File: config.mk
export PLATFORM = sky130hd
export DESIGN_NAME = dshot_tx
export DESIGN_NICKNAME = d
export VERILOG_FILES = /design/src/rtl/dshot_pkg.sv /design/src/rtl/dshot_bit_timer.sv /design/src/rtl/dshot_tx.sv
export SDC_FILE = /design/constraint.sdc
export NUM_CORES = 1
export LEC_CHECK = 0
export ABC_AREA = 0
export ABC_CLOCK_PERIOD_IN_PS = 3300
export BUFFER_PORTS_ARGS = -buffer_cell sky130_fd_sc_hd__buf_2
export CELL_PAD_IN_SITES_DETAIL_PLACEMENT = 0
export CELL_PAD_IN_SITES_GLOBAL_PLACEMENT = 1
export CORE_AREA = 2 2 80 82
export CTS_CLUSTER_SIZE = 25
export DETAILED_ROUTE_END_ITERATION = 8
export DIE_AREA = 0 0 82 84
export PLACE_DENSITY = 0.61
export SYNTH_ARGS = -nofsm -noshare
export SYNTH_HDL_FRONTEND = slang
export SYNTH_SLANG_ARGS = --single-unit
File: constraint.sdc
create_clock -name CLK -period 3.3 [get_ports CLK]
set_clock_uncertainty 0.15 [all_clocks]
set_input_delay 0.66 -clock CLK [delete_from_list [all_inputs] [get_ports CLK]]
set_output_delay 0.66 -clock CLK [all_outputs]
set_load 0.03 [all_outputs]
File: src/rtl/dshot_pkg.sv
// dshot_pkg
// Shared definitions for the DShot transmitter:
//   frame_t       - 16-bit on-wire frame {throttle, telem, crc}
//   state_t       - transmitter FSM states
//   calc_bit_cyc  - clock cycles per DShot bit, rounded to nearest
//   calc_t1h      - active cycles for a '1' bit (3/4 of a bit period)
//   calc_t0h      - active cycles for a '0' bit (3/8 of a bit period)
//   dshot_crc     - 4-bit nibble-XOR checksum, optionally inverted
//   make_frame    - packs throttle/telem and appends the checksum
package dshot_pkg;

  typedef logic [15:0] frame_t;

  typedef enum logic [1:0] {
    ST_IDLE = 2'd0,
    ST_SEND = 2'd1,
    ST_GAP  = 2'd2
  } state_t;

  function automatic int calc_bit_cyc(input int clk_hz, input int bit_rate);
    return (clk_hz + bit_rate / 2) / bit_rate;
  endfunction

  function automatic int calc_t1h(input int bit_cyc);
    return bit_cyc * 3 / 4;
  endfunction

  function automatic int calc_t0h(input int bit_cyc);
    return bit_cyc * 3 / 8;
  endfunction

  // Bidirectional DShot uses the complemented checksum so the ESC can tell
  // which protocol variant it is receiving.
  function automatic logic [3:0] dshot_crc(input logic [11:0] v, input logic inverted);
    logic [11:0] x;
    x = v ^ (v >> 4) ^ (v >> 8);
    return inverted ? ~x[3:0] : x[3:0];
  endfunction

  function automatic frame_t make_frame(input logic [10:0] throttle,
                                        input logic        telem,
                                        input logic        inverted);
    logic [11:0] v;
    v = {throttle, telem};
    return {v, dshot_crc(v, inverted)};
  endfunction

endpackage

File: src/rtl/dshot_bit_timer.sv
// dshot_bit_timer
// Times a single DShot bit: BIT_CYC cycles long, active for T1H cycles when
// the bit is 1 or T0H cycles when it is 0, inactive for the remainder.
// Ports:
//   CLK      - clock, rising edge
//   rst_n    - asynchronous active-low reset
//   start    - begin a new bit on the next cycle (first cycle is active)
//   bit_val  - value of the bit currently being timed
//   line     - registered line level, polarity per INVERTED
//   bit_end  - high on the last cycle of the current bit
module dshot_bit_timer #(
  parameter int BIT_CYC  = 27,
  parameter int T1H      = 20,
  parameter int T0H      = 10,
  parameter int INVERTED = 0
) (
  input  logic CLK,
  input  logic rst_n,
  input  logic start,
  input  logic bit_val,
  output logic line,
  output logic bit_end
);

  localparam int CW = $clog2(BIT_CYC + 1);
  localparam logic [CW-1:0] LAST  = CW'(BIT_CYC - 1);
  localparam logic [CW-1:0] T1H_W = CW'(T1H);
  localparam logic [CW-1:0] T0H_W = CW'(T0H);
  localparam logic          INV   = (INVERTED != 0);

  logic [CW-1:0] cnt;
  logic [CW-1:0] cnt_nxt;
  logic [CW-1:0] high_len;
  logic          running;
  logic          active;

  assign cnt_nxt  = cnt + 1'b1;
  assign high_len = bit_val ? T1H_W : T0H_W;

  // The level register always holds the value for the cycle it is visible
  // in, so it is computed from the count the cycle will have. A start that
  // coincides with bit_end chains the next bit without an idle cycle.
  always_ff @(posedge CLK or negedge rst_n) begin
    if (!rst_n) begin
      cnt     <= '0;
      running <= 1'b0;
      active  <= 1'b0;
      bit_end <= 1'b0;
    end else if (start) begin
      cnt     <= '0;
      running <= 1'b1;
      active  <= 1'b1;
      bit_end <= 1'b0;
    end else if (running) begin
      if (cnt == LAST) begin
        cnt     <= '0;
        running <= 1'b0;
        active  <= 1'b0;
        bit_end <= 1'b0;
      end else begin
        cnt     <= cnt_nxt;
        active  <= (cnt_nxt < high_len);
        bit_end <= (cnt_nxt == LAST);
      end
    end
  end

  // Polarity is a constant, so the output stays a clean register output.
  assign line = active ^ INV;

endmodule

File: src/rtl/dshot_tx.sv
// dshot_tx
// DShot serial transmitter. Accepts a throttle/telemetry request, appends
// the checksum and sends the 16-bit frame MSB first, followed by an idle
// gap. Optionally inverted (bidirectional DShot) and optionally repeating
// the last frame when no new request arrives.
// Ports:
//   CLK        - clock, rising edge
//   rst_n      - asynchronous active-low reset
//   throttle   - 11-bit command/throttle value
//   telem      - telemetry request bit
//   valid      - request strobe, taken when ready is high
//   ready      - high while idle, request can be accepted
//   dshot_out  - serial DShot line
//   busy       - high during a frame or its trailing gap
//   frame_done - one-cycle pulse on the last cycle of bit 0
module dshot_tx
  import dshot_pkg::*;
#(
  parameter int CLK_HZ   = 16000000,
  parameter int BIT_RATE = 600000,
  parameter int GAP_CYC  = 64,
  parameter int INVERTED = 0,
  parameter int REPEAT   = 0
) (
  input  logic        CLK,
  input  logic        rst_n,
  input  logic [10:0] throttle,
  input  logic        telem,
  input  logic        valid,
  output logic        ready,
  output logic        dshot_out,
  output logic        busy,
  output logic        frame_done
);

  localparam int BIT_CYC = calc_bit_cyc(CLK_HZ, BIT_RATE);
  localparam int T1H     = calc_t1h(BIT_CYC);
  localparam int T0H     = calc_t0h(BIT_CYC);
  localparam int GW      = (GAP_CYC > 1) ? $clog2(GAP_CYC) : 1;
  localparam logic [GW-1:0] GAP_LAST = GW'(GAP_CYC - 1);
  localparam logic INV   = (INVERTED != 0);

  state_t        state;
  frame_t        frame_q;
  logic [3:0]    bit_idx;
  logic [GW-1:0] gap_cnt;

  logic accept;
  logic restart;
  logic last_bit;
  logic bit_end;
  logic bit_start;

  assign accept   = (state == ST_IDLE) && valid;
  assign last_bit = (bit_idx == 4'd0);
  // Repeat only when nobody is asking for a new frame; a pending request
  // drops back to IDLE so it is accepted the next cycle.
  assign restart  = (state == ST_GAP) && (gap_cnt == GAP_LAST) &&
                    (REPEAT != 0) && !valid;
  assign bit_start = accept || restart ||
                     ((state == ST_SEND) && bit_end && !last_bit);

  assign ready      = (state == ST_IDLE);
  assign busy       = (state != ST_IDLE);
  assign frame_done = (state == ST_SEND) && bit_end && last_bit;

  // Frame sequencing: IDLE -> SEND (bits 15..0) -> GAP -> IDLE, or back to
  // SEND with the held frame when repeating. The frame is captured only on
  // acceptance, so requests arriving while busy cannot disturb it.
  always_ff @(posedge CLK or negedge rst_n) begin
    if (!rst_n) begin
      state   <= ST_IDLE;
      frame_q <= '0;
      bit_idx <= 4'd0;
      gap_cnt <= '0;
    end else begin
      case (state)
        ST_IDLE: begin
          if (valid) begin
            frame_q <= make_frame(throttle, telem, INV);
            bit_idx <= 4'd15;
            state   <= ST_SEND;
          end
        end
        ST_SEND: begin
          if (bit_end) begin
            if (last_bit) begin
              gap_cnt <= '0;
              state   <= ST_GAP;
            end else begin
              bit_idx <= bit_idx - 4'd1;
            end
          end
        end
        ST_GAP: begin
          if (gap_cnt == GAP_LAST) begin
            gap_cnt <= '0;
            if (restart) begin
              bit_idx <= 4'd15;
              state   <= ST_SEND;
            end else begin
              state   <= ST_IDLE;
            end
          end else begin
            gap_cnt <= gap_cnt + 1'b1;
          end
        end
        default: state <= ST_IDLE;
      endcase
    end
  end

  dshot_bit_timer #(
    .BIT_CYC (BIT_CYC),
    .T1H     (T1H),
    .T0H     (T0H),
    .INVERTED(INVERTED)
  ) u_bit_timer (
    .CLK    (CLK),
    .rst_n  (rst_n),
    .start  (bit_start),
    .bit_val(frame_q[bit_idx]),
    .line   (dshot_out),
    .bit_end(bit_end)
  );

endmodule

# Word level (Yosys, flattened, before mapping)
# Index checks and enable logic that the tools add are counted.
[classes]
addsub = 3
n_lt_le_gt_ge = 2
n_eq_ne = 10
muxes = 28
bitwise_logic = 2
reduce_logical = 16
[op_table]
columns = ["op", "n"]
rows = [
  ["5-bit two-way mux", 4],
  ["6-bit two-way mux", 3],
  ["4-bit two-way mux", 3],
  ["6-bit case mux with 2 select lines", 1],
  ["5-bit == test (second input constant)", 2],
  ["1-bit two-way mux", 10],
  ["2-bit two-way mux", 4],
  ["4-bit case mux with 2 select lines", 1],
  ["4-bit AND reduction", 2],
  ["2-bit nonzero test", 4],
  ["4-bit bitwise XOR", 2],
  ["6-bit by 1-bit adder with 6-bit output (second input constant)", 1],
  ["6-bit == test (second input constant)", 1],
  ["2-bit inequality test (second input constant)", 3],
  ["2-bit case mux with 3 select lines", 1],
  ["5-bit by 1-bit adder with 5-bit output (second input constant)", 1],
  ["4-bit by 5-bit < comparator with 1-bit output (second input constant)", 1],
  ["5-bit < comparator", 1],
  ["1-bit binary-select mux with 4-bit select", 1],
  ["1-bit logical AND", 4],
  ["4-bit zero test", 1],
  ["2-bit by 1-bit inequality test with 1-bit output (second input constant)", 2],
  ["4-bit by 1-bit subtractor with 4-bit output (second input constant)", 1],
  ["3-bit AND reduction", 1],
  ["other kinds (6)", 6],
]
[word_totals]
regBits = 36
input_bits = 15
out_inout_bits = 4

# Longest topological paths before layout
[logic_depth]
word_depth = 7
ltp_mapped = 10
mapped_depth_nobuf = 9

# Modules after synthesis
# From an unflattened synthesis, not the netlist that was laid out.
[hier_totals]
cells_unflattened = 180
area_unflattened_um2 = 1985.7
[by_module_without_submodules]
columns = ["mod", "instances", "cells_each", "area_per_inst_um2"]
rows = [
  ["dshot_tx", 1, 129, 1458.9],
  ["dshot_bit_timer", 1, 51, 526.8],
]

# Least setup slack after synthesis
# OpenSTA, ideal clock, no wires.
[synth_path]
kind = "register to register"
start = "register bit_idx[0]"
end = "register u_bit_timer.active, in the netlist u_bit_timer.line"
setup_time_ns = 0.127
arrival_ns = 2.382
slack_ns = 0.641
stages_incl_launch_ff = 10
path_buffers = 1
cell_sequence = "dfrtp_1 > buf_6 > mux4_1 > mux2_2 > mux2i_4 > ha_1 > a21oi_1 > and3_1 > a221o_1 > a311o_2"
[synth_between]
elab_chain_len = 7
word_cells_on_any_way = 12
classes_between = "1 x order compare; 6 x mux; 5 x reduce/logical"
[synth_rtl]
columns = ["element", "line", "rtl"]
rows = [
  ["start: declaration", "dshot_tx.sv:45", "logic [3:0] bit_idx;"],
  ["start signal: assignment", "dshot_tx.sv:91", "bit_idx <= bit_idx - 4'd1;"],
  ["1-bit binary-select mux with 4-bit select", "dshot_tx.sv:122", ".bit_val(frame_q[bit_idx]),"],
  ["1-bit two-way mux (implied by the code)", "dshot_tx.sv:122", ""],
  ["5-bit two-way mux", "dshot_bit_timer.sv:38", "assign high_len = bit_val ? T1H_W : T0H_W;"],
  ["5-bit < comparator", "dshot_bit_timer.sv:62", "active <= (cnt_nxt < high_len);"],
  ["1-bit two-way mux", "dshot_bit_timer.sv:55", "if (cnt == LAST) begin"],
  ["1-bit two-way mux", "dshot_bit_timer.sv:54", "end else if (running) begin"],
  ["1-bit two-way mux", "dshot_bit_timer.sv:49", "end else if (start) begin"],
  ["end signal: assignment", "dshot_bit_timer.sv:62", ""],
  ["end: declaration", "dshot_bit_timer.sv:35", "logic active;"],
]
# Parallel ways exist; a longest one is shown, timed or not. The select of a mux whose other input is x is not followed.
# A chain may end at the register's enable or synchronous reset.

# Worst setup path in the final report
# Ends and elaborated chain as after synthesis.

==> out/summary.txt <==
Outcome - complete, no violations
Final Cell Area - 2190 sq um
IO Port Bufs - 18
Final TNS setup - 0 ns
Area growth syn-to-layout - 13.4%
Most used DFF post-synth - dfrtp_1
Worst Tran Pin Value - 0.802 ns
Max-cap check violation count - 0
CTS max path bufs - 2
Post-CTS Resized - 0
Residual DRC - 0
Final slew viol count - 0
Hpwl dp - 2530 microns
Row Count - 29
Placed Instance Area - 2090 sq um
CP Max Fanout - 8
Total wire length - 3440 microns
Clock transition at path regs - 0.09 ns
Largest net degree at the start of global routing - 37
Initial DRC count - 26
Initial DRT Pass Iterations - 4
First-pass GRT wire length - 6210 microns
Synthesized area - 1930 sq um
CP Class - reg -> reg
CTS root buffer - clkbuf_8
GPL Wtd Cong - 0.682
Ys async rst share - 1.00
Distinct cells, synth - 39
Diodes inserted - 0
Synth warn - 0
Worst rel slew slack - 0.465
Syn Nets - 196
Total global-route track usage - 0.116
Unrepaired setup endpoints after global routing - no
Layout cells sized above 1 - 0.242
Hold_buf cts - 0
Critical path arrival - 2.90 ns
CTS buffer count - 5
CP required - 3.34 ns
Cell count after synthesis - 173
Final antenna-violating net count - 0
Via Count - 1299
Die X - 82 microns
Clock latency on the worst-skew pair - 0.29 ns
Avg WL per Cell - 12.7 microns
Clock sink count - 36
Maximum vdd drop - 0.000385 V
Vias/cell - 4.79
Critical Path Start Type - register
Max Clk Rate - 0.349 GHz
Final min period - 2.86 ns
H-tree depth - 2
FF+latch count, synth - 36
Core region area - 6100 sq um
PD cells - 668 nW/um^2
Post-synth EDFFs - 0
Setup Viol. Count Final - 0
Die Y - 84 microns
Final Cycle Share - 0.868
Average size of a mapped cell - 11.1 sq um
Initial antenna violation count - 0
Final Hold Vio Count - 0
Worst hold path class - in -> async
Pre-CTS setup slack - 0.419 ns
Die area - 6890 sq um
I/O Pins - 19
Lkg Pwr - 1.03 nW
Vias in the first global route - 1337
Post-CTS Setup Inserts - 0
Sequential share of the synthesized area - 0.467
Starting Density - 0.316
CTS tree - done
Grt ovf - 0
Worst setup margin - 0.436 ns
CP Capture Type - register
Nets - 216
==> metal layers <==
layer | wire length [microns] | vias to the layer above | GRT usage
met5 | 0 | - | 0
met4 | 33 | 0 | 0.0318
met3 | 96 | 4 | 0.0325
met2 | 1630 | 12 | 0.185
met1 | 1680 | 634 | 0.152
li1 | - | 649 | -
==> kinds of logic (layout without fill, tap and decap cells) <==
| group | Yosys count | after routing | synth area share |
|---|---|---|---|
| simple gates | 52 | 52 | 0.140 |
| flops | 36 | 36 | 0.467 |
| compound gates | 26 | 26 | 0.0837 |
| mux | 20 | 20 | 0.153 |
| buf+inv | 16 | 37 | 0.0357 |
| xor+xnor | 15 | 15 | 0.0681 |
| fa+ha+maj | 8 | 8 | 0.0519 |
==> synthesized netlist by cell type, types with 2 or more instances <==
library cell | number | area share
nand3_1 | 4 | 0.010
nor3_1 | 2 | 0.0052
nor2b_1 | 2 | 0.0065
ha_1 | 8 | 0.052
o21ai_0 | 9 | 0.023
and2_1 | 2 | 0.0065
clkbuf_1 | 5 | 0.0097
inv_1 | 9 | 0.018
nand2b_1 | 3 | 0.0097
xor2_1 | 9 | 0.041
nand2_1 | 15 | 0.029
xnor2_1 | 6 | 0.027
and3_1 | 3 | 0.0097
mux2_2 | 14 | 0.082
dfrtp_1 | 36 | 0.47
nand4_1 | 2 | 0.0065
nor3b_1 | 2 | 0.0078
a22oi_1 | 2 | 0.0078
a21oi_1 | 7 | 0.018
nor2_1 | 11 | 0.021
mux4_1 | 4 | 0.055
==> worst max-delay path, stage by stage, from the launching register on <==
cell	delay [ns]
dfrtp_1	0.51
mux4_1	0.59
mux2_2	0.30
mux2i_4	0.19
ha_1	0.17
a21oi_1	0.06
and3_1	0.20
a221o_1	0.29
a311o_2	0.30
==> report_power, final <==
| part | switching, mW | internal (mW) |
|---|---|---|
| clock | 0.174 | 0.150 |
| sequential | 0.0914 | 0.526 |
| combinational | 0.244 | 0.275 |
==> sequential cells by signal, summed over array words and instances (netlist names) <==
name,flops
gap_cnt,6
u_bit_timer.line,1
bit_idx,4
frame_q,16
u_bit_timer.running,1
state,2
u_bit_timer.cnt,5
u_bit_timer.bit_end,1
==> cells in the final DEF (no fill, tap or decap), types with 2 or more instances in the layout <==
master	n
dfrtp_1	36
buf_2	18
nand2_1	15
mux2_2	14
nor2_1	11
inv_1	9
xor2_1	9
o21ai_0	9
ha_1	8
a21oi_1	7
xnor2_1	6
clkbuf_8	5
nand3_1	4
mux4_1	4
nand2b_1	3
and3_1	3
and2_1	2
nor2b_1	2
nand4_1	2
a22oi_1	2
nor3_1	2
nor3b_1	2
clkinvlp_4	2
buf_4	2
==> path summary, 6_finish.rpt <==
kind / from / to / slack (ns) / cells after the start
setup / recovery: bit_idx[0]$_DFFE_PN0P_ / u_bit_timer.line$_DFFE_PN0P_ / 0.44 / 8
hold reg to reg: frame_q[0]$_DFFE_PN0P_ / frame_q[0]$_DFFE_PN0P_ / 0.33 / 2
hold / removal: rst_n / frame_q[0]$_DFFE_PN0P_ / 0.30 / 1
setup reg to reg: bit_idx[0]$_DFFE_PN0P_ / u_bit_timer.line$_DFFE_PN0P_ / 0.44 / 8
min in group CLK: frame_q[0]$_DFFE_PN0P_ / frame_q[0]$_DFFE_PN0P_ / 0.33 / 2
max in group asynchronous: rst_n / state[1]$_DFFE_PN0P_ / 2.19 / 1
==> through the flow <==
step / total power, mW / utilization / hold slack (ns) / instances
6_report: 1.46 / 0.359 / 0.299 / 271
5_1_grt: 1.59 / 0.359 / 0.371 / 271
4_1_cts: 1.49 / 0.359 / 0.332 / 271
3_5_place_dp: 1.16 / 0.344 / 0.313 / 263
3_3_place_gp: 1.16 / 0.344 / 0.313 / 263
2_1_floorplan: 1.05 / - / 0.214 / 173
==> cell type report <==
class | instances | area [sq um]
Clock inverter | 3 | 23.8
Tap cell | 77 | 96.3
Clock buffer | 5 | 68.8
Multi-Input combinational cell | 121 | 958
Fill cell | 639 | 3910
Inverter | 9 | 33.8
Timing Repair Buffer | 20 | 105
Sequential cell | 36 | 901
No activity file was read; power rests on OpenSTA's default activity.
